File: config.mk
export PLATFORM = sky130hd
export DESIGN_NAME = spi_master
export DESIGN_NICKNAME = d
export VERILOG_FILES = /design/src/rtl/spi_master.sv
export SDC_FILE = /design/constraint.sdc
export NUM_CORES = 1
export LEC_CHECK = 0
export ABC_AREA = 1
export BUFFER_PORTS_ARGS = -buffer_cell sky130_fd_sc_hd__buf_2
export CORE_MARGIN = 2
export CORE_UTILIZATION = 45
export DETAILED_ROUTE_END_ITERATION = 7
export HOLD_SLACK_MARGIN = 0.06
export PLACE_DENSITY = 0.68
export SETUP_SLACK_MARGIN = 0.1
export SLEW_MARGIN = 20
export SYNTH_ARGS = -nofsm -noshare
export SYNTH_HDL_FRONTEND = slang
export SYNTH_SLANG_ARGS = --single-unit
File: constraint.sdc
create_clock -name clk -period 1.3 [get_ports clk]
set_input_delay 0.195 -clock clk [delete_from_list [all_inputs] [get_ports clk]]
set_output_delay 0.195 -clock clk [all_outputs]
set_load 0.02 [all_outputs]
File: src/rtl/spi_master.sv
// Single-word SPI master: all four CPOL/CPHA modes, MSB- or LSB-first, start/busy/done handshake.
// Optional build macro SPI_MASTER_LOOPBACK_EN adds a loopback input that samples mosi instead of miso.
module spi_master #(
  parameter int DATA_WIDTH = 8,
  parameter bit MSB_FIRST  = 1'b1,
  parameter int CLK_DIV    = 4
) (
  input  logic                  clk,
  input  logic                  rst,
  input  logic                  start,
  input  logic [DATA_WIDTH-1:0] tx_data,
  input  logic                  cpol,
  input  logic                  cpha,
`ifdef SPI_MASTER_LOOPBACK_EN
  input  logic                  loopback,
`endif
  output logic                  busy,
  output logic                  done,
  output logic [DATA_WIDTH-1:0] rx_data,
  output logic                  sclk,
  output logic                  cs_n,
  output logic                  mosi,
  input  logic                  miso
);

  localparam int CNT_W = (CLK_DIV > 1) ? $clog2(CLK_DIV) : 1;
  localparam int TOG_W = $clog2(2 * DATA_WIDTH);
  localparam logic [CNT_W-1:0] CNT_LAST = CNT_W'(CLK_DIV - 1);
  localparam logic [TOG_W-1:0] TOG_LAST = TOG_W'(2 * DATA_WIDTH - 1);

  typedef enum logic [2:0] {IDLE, SETUP, XFER, HOLD, GAP} state_t;

  state_t                state_reg, state_next;
  logic [CNT_W-1:0]      cnt_reg, cnt_next;
  logic [TOG_W-1:0]      tog_reg, tog_next;
  logic [DATA_WIDTH-1:0] tx_sh_reg, tx_sh_next;
  logic [DATA_WIDTH-1:0] rx_sh_reg, rx_sh_next;
  logic [DATA_WIDTH-1:0] rx_data_next;
  logic                  cpha_reg, cpha_next;
  logic                  sclk_next, cs_n_next, mosi_next, busy_next, done_next;

  logic                  sample_bit, first_bit, tx_bit, leading, cnt_wrap;
  logic [DATA_WIDTH-1:0] tx_load_sh, tx_shifted, rx_shifted;

`ifdef SPI_MASTER_LOOPBACK_EN
  assign sample_bit = loopback ? mosi : miso;
`else
  assign sample_bit = miso;
`endif

  // Transmit and receive share one ordering rule.
  always_comb begin
    if (MSB_FIRST) begin
      first_bit  = tx_data[DATA_WIDTH-1];
      tx_load_sh = {tx_data[DATA_WIDTH-2:0], 1'b0};
      tx_bit     = tx_sh_reg[DATA_WIDTH-1];
      tx_shifted = {tx_sh_reg[DATA_WIDTH-2:0], 1'b0};
      rx_shifted = {rx_sh_reg[DATA_WIDTH-2:0], sample_bit};
    end else begin
      first_bit  = tx_data[0];
      tx_load_sh = {1'b0, tx_data[DATA_WIDTH-1:1]};
      tx_bit     = tx_sh_reg[0];
      tx_shifted = {1'b0, tx_sh_reg[DATA_WIDTH-1:1]};
      rx_shifted = {sample_bit, rx_sh_reg[DATA_WIDTH-1:1]};
    end
  end

  always_comb begin
    state_next   = state_reg;
    cnt_next     = cnt_reg;
    tog_next     = tog_reg;
    tx_sh_next   = tx_sh_reg;
    rx_sh_next   = rx_sh_reg;
    rx_data_next = rx_data;
    cpha_next    = cpha_reg;
    sclk_next    = sclk;
    cs_n_next    = cs_n;
    mosi_next    = mosi;
    busy_next    = busy;
    done_next    = 1'b0;
    cnt_wrap     = (cnt_reg == CNT_LAST);
    leading      = ~tog_reg[0];

    case (state_reg)
      IDLE: begin
        sclk_next = cpol;
        cs_n_next = 1'b1;
        if (start) begin
          state_next = SETUP;
          cnt_next   = '0;
          tog_next   = '0;
          cs_n_next  = 1'b0;
          busy_next  = 1'b1;
          cpha_next  = cpha;
          rx_sh_next = '0;
          // CPHA=0 presents the first bit before the first sclk edge.
          if (cpha) begin
            tx_sh_next = tx_data;
          end else begin
            mosi_next  = first_bit;
            tx_sh_next = tx_load_sh;
          end
        end
      end
      SETUP: begin
        cnt_next = cnt_reg + 1'b1;
        if (cnt_wrap) begin
          cnt_next   = '0;
          state_next = XFER;
        end
      end
      XFER: begin
        cnt_next = cnt_reg + 1'b1;
        if (cnt_wrap) begin
          cnt_next  = '0;
          sclk_next = ~sclk;
          tog_next  = tog_reg + 1'b1;
          // Sample edge is leading for CPHA=0, trailing for CPHA=1; the other edge shifts.
          if (leading == ~cpha_reg) begin
            rx_sh_next = rx_shifted;
          end else if (leading || (tog_reg != TOG_LAST)) begin
            mosi_next  = tx_bit;
            tx_sh_next = tx_shifted;
          end
          if (tog_reg == TOG_LAST) begin
            tog_next   = '0;
            state_next = HOLD;
          end
        end
      end
      HOLD: begin
        cnt_next = cnt_reg + 1'b1;
        if (cnt_wrap) begin
          cnt_next     = '0;
          cs_n_next    = 1'b1;
          done_next    = 1'b1;
          rx_data_next = rx_sh_reg;
          state_next   = GAP;
        end
      end
      GAP: begin
        cnt_next = cnt_reg + 1'b1;
        if (cnt_wrap) begin
          cnt_next   = '0;
          busy_next  = 1'b0;
          state_next = IDLE;
        end
      end
      default: state_next = IDLE;
    endcase
  end

  always_ff @(posedge clk) begin
    if (rst) begin
      state_reg <= IDLE;
      cnt_reg   <= '0;
      tog_reg   <= '0;
      tx_sh_reg <= '0;
      rx_sh_reg <= '0;
      rx_data   <= '0;
      cpha_reg  <= 1'b0;
      sclk      <= 1'b0;
      cs_n      <= 1'b1;
      mosi      <= 1'b0;
      busy      <= 1'b0;
      done      <= 1'b0;
    end else begin
      state_reg <= state_next;
      cnt_reg   <= cnt_next;
      tog_reg   <= tog_next;
      tx_sh_reg <= tx_sh_next;
      rx_sh_reg <= rx_sh_next;
      rx_data   <= rx_data_next;
      cpha_reg  <= cpha_next;
      sclk      <= sclk_next;
      cs_n      <= cs_n_next;
      mosi      <= mosi_next;
      busy      <= busy_next;
      done      <= done_next;
    end
  end

endmodule

==> results by group <==
Floorplanning
  • Io pins: 27
  • Core footprint: 4000 µm²
  • Die area: 4700 µm²
  • Die Y: between 60 and 70 µm
  • Placement Rows: 23
  • Die Wd: 68.6 µm
  • Initial Utilization: a little under half

Route
  • First drt pass iteration count: 5
  • Via count: a little under 2000
  • Residual DRC: 0
  • Via-to-Cell Ratio: 4.95
  • Starting DRC count in detailed routing: 99
  • Final WL: approximately 4.7 mm
  • WL/cell: between 10 and 15 µm
  • Final ANT Viol Nets: 0

Cells and area
  • Most frequent cells in the layout: nand2_1, nor2_1, dfxtp_1
  • Inserted Diodes: 0
  • Commonest non-fill, non-tap cell in the layout: nand2_1
  • Layout Cells excl Fill: 390
  • Fin area: about 2600 µm²
  • Layout Utilization: about two thirds
  • Share of cells above drive strength 1: around a third
  • Fin nets: 355
  • Synthesis-to-finish area growth: 39.4%

Worst setup path
  • Buffer and inverter count on the worst path: 3
  • CP arrival: ~1500 ps
  • Worst-path cell chain: inv_2 > buf_12 > nand3_4 > inv_4 > nor2_4 > nand2_4 > o21ai_1 > nor2_1
  • Critical-path maximum fanout: 5
  • Slowest stage delay, CP: around 350 ps
  • Crit Path Category: flop to flop
  • Startpoint types: flop
  • CP Capture Type: flop
  • Crit path from: state_reg[1]
  • Worst R2R Start: state_reg[1]
  • Slowest CP cell: dfxtp_2
  • Critical Path RT: ~1500 ps
  • CP delay by family, top: simple AND/OR/NAND/NOR gates

Timing
  • Endpoints failing setup: 4
  • Relative slew margins: ~83%
  • Setup TNS: -36.2 ps
  • Pins Over Slew Limit: 0
  • Hold Fails Final Rpt: 0
  • Worst-Margin Slew: between 200 and 300 ps
  • Final worst slack: -19.3 ps
  • RSZ-0062 raised after global routing: true
  • Final min period: 1320 ps
  • Fin crit share: 101%
  • Maximum clock frequency: 0.758 GHz
  • Skew final: about 4.6 ps

Place
  • Routability cong.: 0.853
  • Placed inst area: about 2200 µm²
  • Pre-CTS WS: -96.8 ps
  • Number of port buffers: 26
  • Placed Cells incl. Taps: roughly 370
  • Post-DP HPWL: 2.96 mm

Worst hold path
  • Worst min path class: input port to flop
  • Worst Hold Launch: cpol

Yosys
  • Synth top area cells: dfxtp_1, nand2_1, nor2_1, a21oi_1, nand3_1
  • Syn. warnings: 0
  • Flops & latches, synth: 39
  • Post-synthesis instance total: 283
  • Post-Synthesis Cell Area: between 1500 and 2000 µm²
  • Synth top area share: about two fifths
  • Yosys top cell by area: dfxtp_1
  • Syn_area_per_cell: 6.63 µm²
  • Register area share after synthesis: roughly 42%
  • Syn_nets: between 200 and 300
  • Synth unique cells: 26

Clocking
  • Clock transition at path regs: approximately 70 ps
  • TritonCTS clock tree: yes
  • Clock Tree Buf Depth: 2
  • Later-pin clock latency in the skew report: a little under 300 ps
  • CTS Sinks: 39
  • Cts hold-fix bufs: 0
  • CTS Buf Count: 5
  • H-Tree Depth: 2
  • Clock root buffer: clkbuf_8

Status
  • Status: finished with violations
  • Failing checks: negative setup slack

Power
  • VDD IR-drop max: approximately 0.92 mV
  • PD cells: roughly 1800 nW/µm²
  • Lkg Pwr: roughly 1.2 nW

Global routing
  • Largest net degree at the start of global routing: 31
  • First-pass GRT wire length: 7.44 mm
  • Vias in the first global route: 1673
  • Total gr overflow: 0
  • Initial antenna violation count: 0
  • Total GRT Usage: 21.3%

Flow run
  • Max-cap violations: 0
[synthesized netlist by cell type]
library cell  instances
nand2_1              83
nor2_1               43
dfxtp_1              39
a21oi_1              22
inv_1                19
nand3_1              17
o21ai_0              16
o21ai_1               9
inv_2                 6
nand4_1               5
buf_2                 4
clkbuf_1              3
ha_1                  2
nand2_2               2
nor2_4                2
a21oi_2               1
buf_1                 1
buf_4                 1
buf_6                 1
clkinv_1              1
nand2_4               1
nand3_2               1
nor2_2                1
o21ai_2               1
or2_0                 1
xor2_1                1
[power by group]
part,switching [mW],total [mW],internal [mW]
clock,0.425,0.800,0.375
sequential,0.220,1.70,1.48
combinational,1.38,2.34,0.959
[final cells by class]
| cell class | instances | area (µm²) |
|---|---|---|
| clock buffers | 6 | 72.6 |
| clock inverters | 2 | 12.5 |
| fillers | 364 | 1380 |
| inverters | 26 | 108 |
| multi-input cells | 209 | 1110 |
| flip-flops and latches | 39 | 797 |
| well taps | 50 | 62.6 |
| repair buffers | 58 | 450 |
[what timing repair did]
item                                    4_1_cts  5_1_grt
endpoints found under the setup margin       36       37
buffers inserted                              6        1
gates cloned                                  1        2
pin swaps                                    15        5
gates resized for setup                      32       31
[metrics by stage]
step	total power [mW]	hold WS, ps
after detailed placement	3.60	431
after floorplan	3.01	376
after global routing	5.23	226
final	4.84	194
after CTS	4.69	193
after global placement	3.56	428
[worst min-delay path, cell delays in order]
cell and delay (ps):
buf_2 70, o21ai_1 60, a21oi_1 120
[routing by layer]
layer	global-route usage (%)	vias up	routed length (µm)
li1	-	1014	-
met1	27.2	858	2100
met2	34.6	51	2290
met3	4.87	7	204
met4	8.25	0	64
met5	0	-	0
[cells by family (layout without fill, tap and decap cells)]
kind of cell / Yosys count / after routing / synth area share, %
AO/OA/AOI/OAI: 49 / 49 / 13.5
AND/OR/NAND/NOR: 156 / 157 / 35.1
XOR/XNOR: 1 / 1 / 0.467
adder cells (fa/ha/maj): 2 / 2 / 1.33
buffers and inverters: 36 / 92 / 8.07
flip-flops: 39 / 39 / 41.6
[final timing paths]
check,to,slack (ps),cells past startpoint
worst max-delay path,tx_sh_reg[2],-20,8
worst min-delay path,sclk,190,3
worst max register to register,tx_sh_reg[2],-20,8
worst min register to register,rx_data[4],440,2
Note: power is estimated with default switching activity, not from simulation.
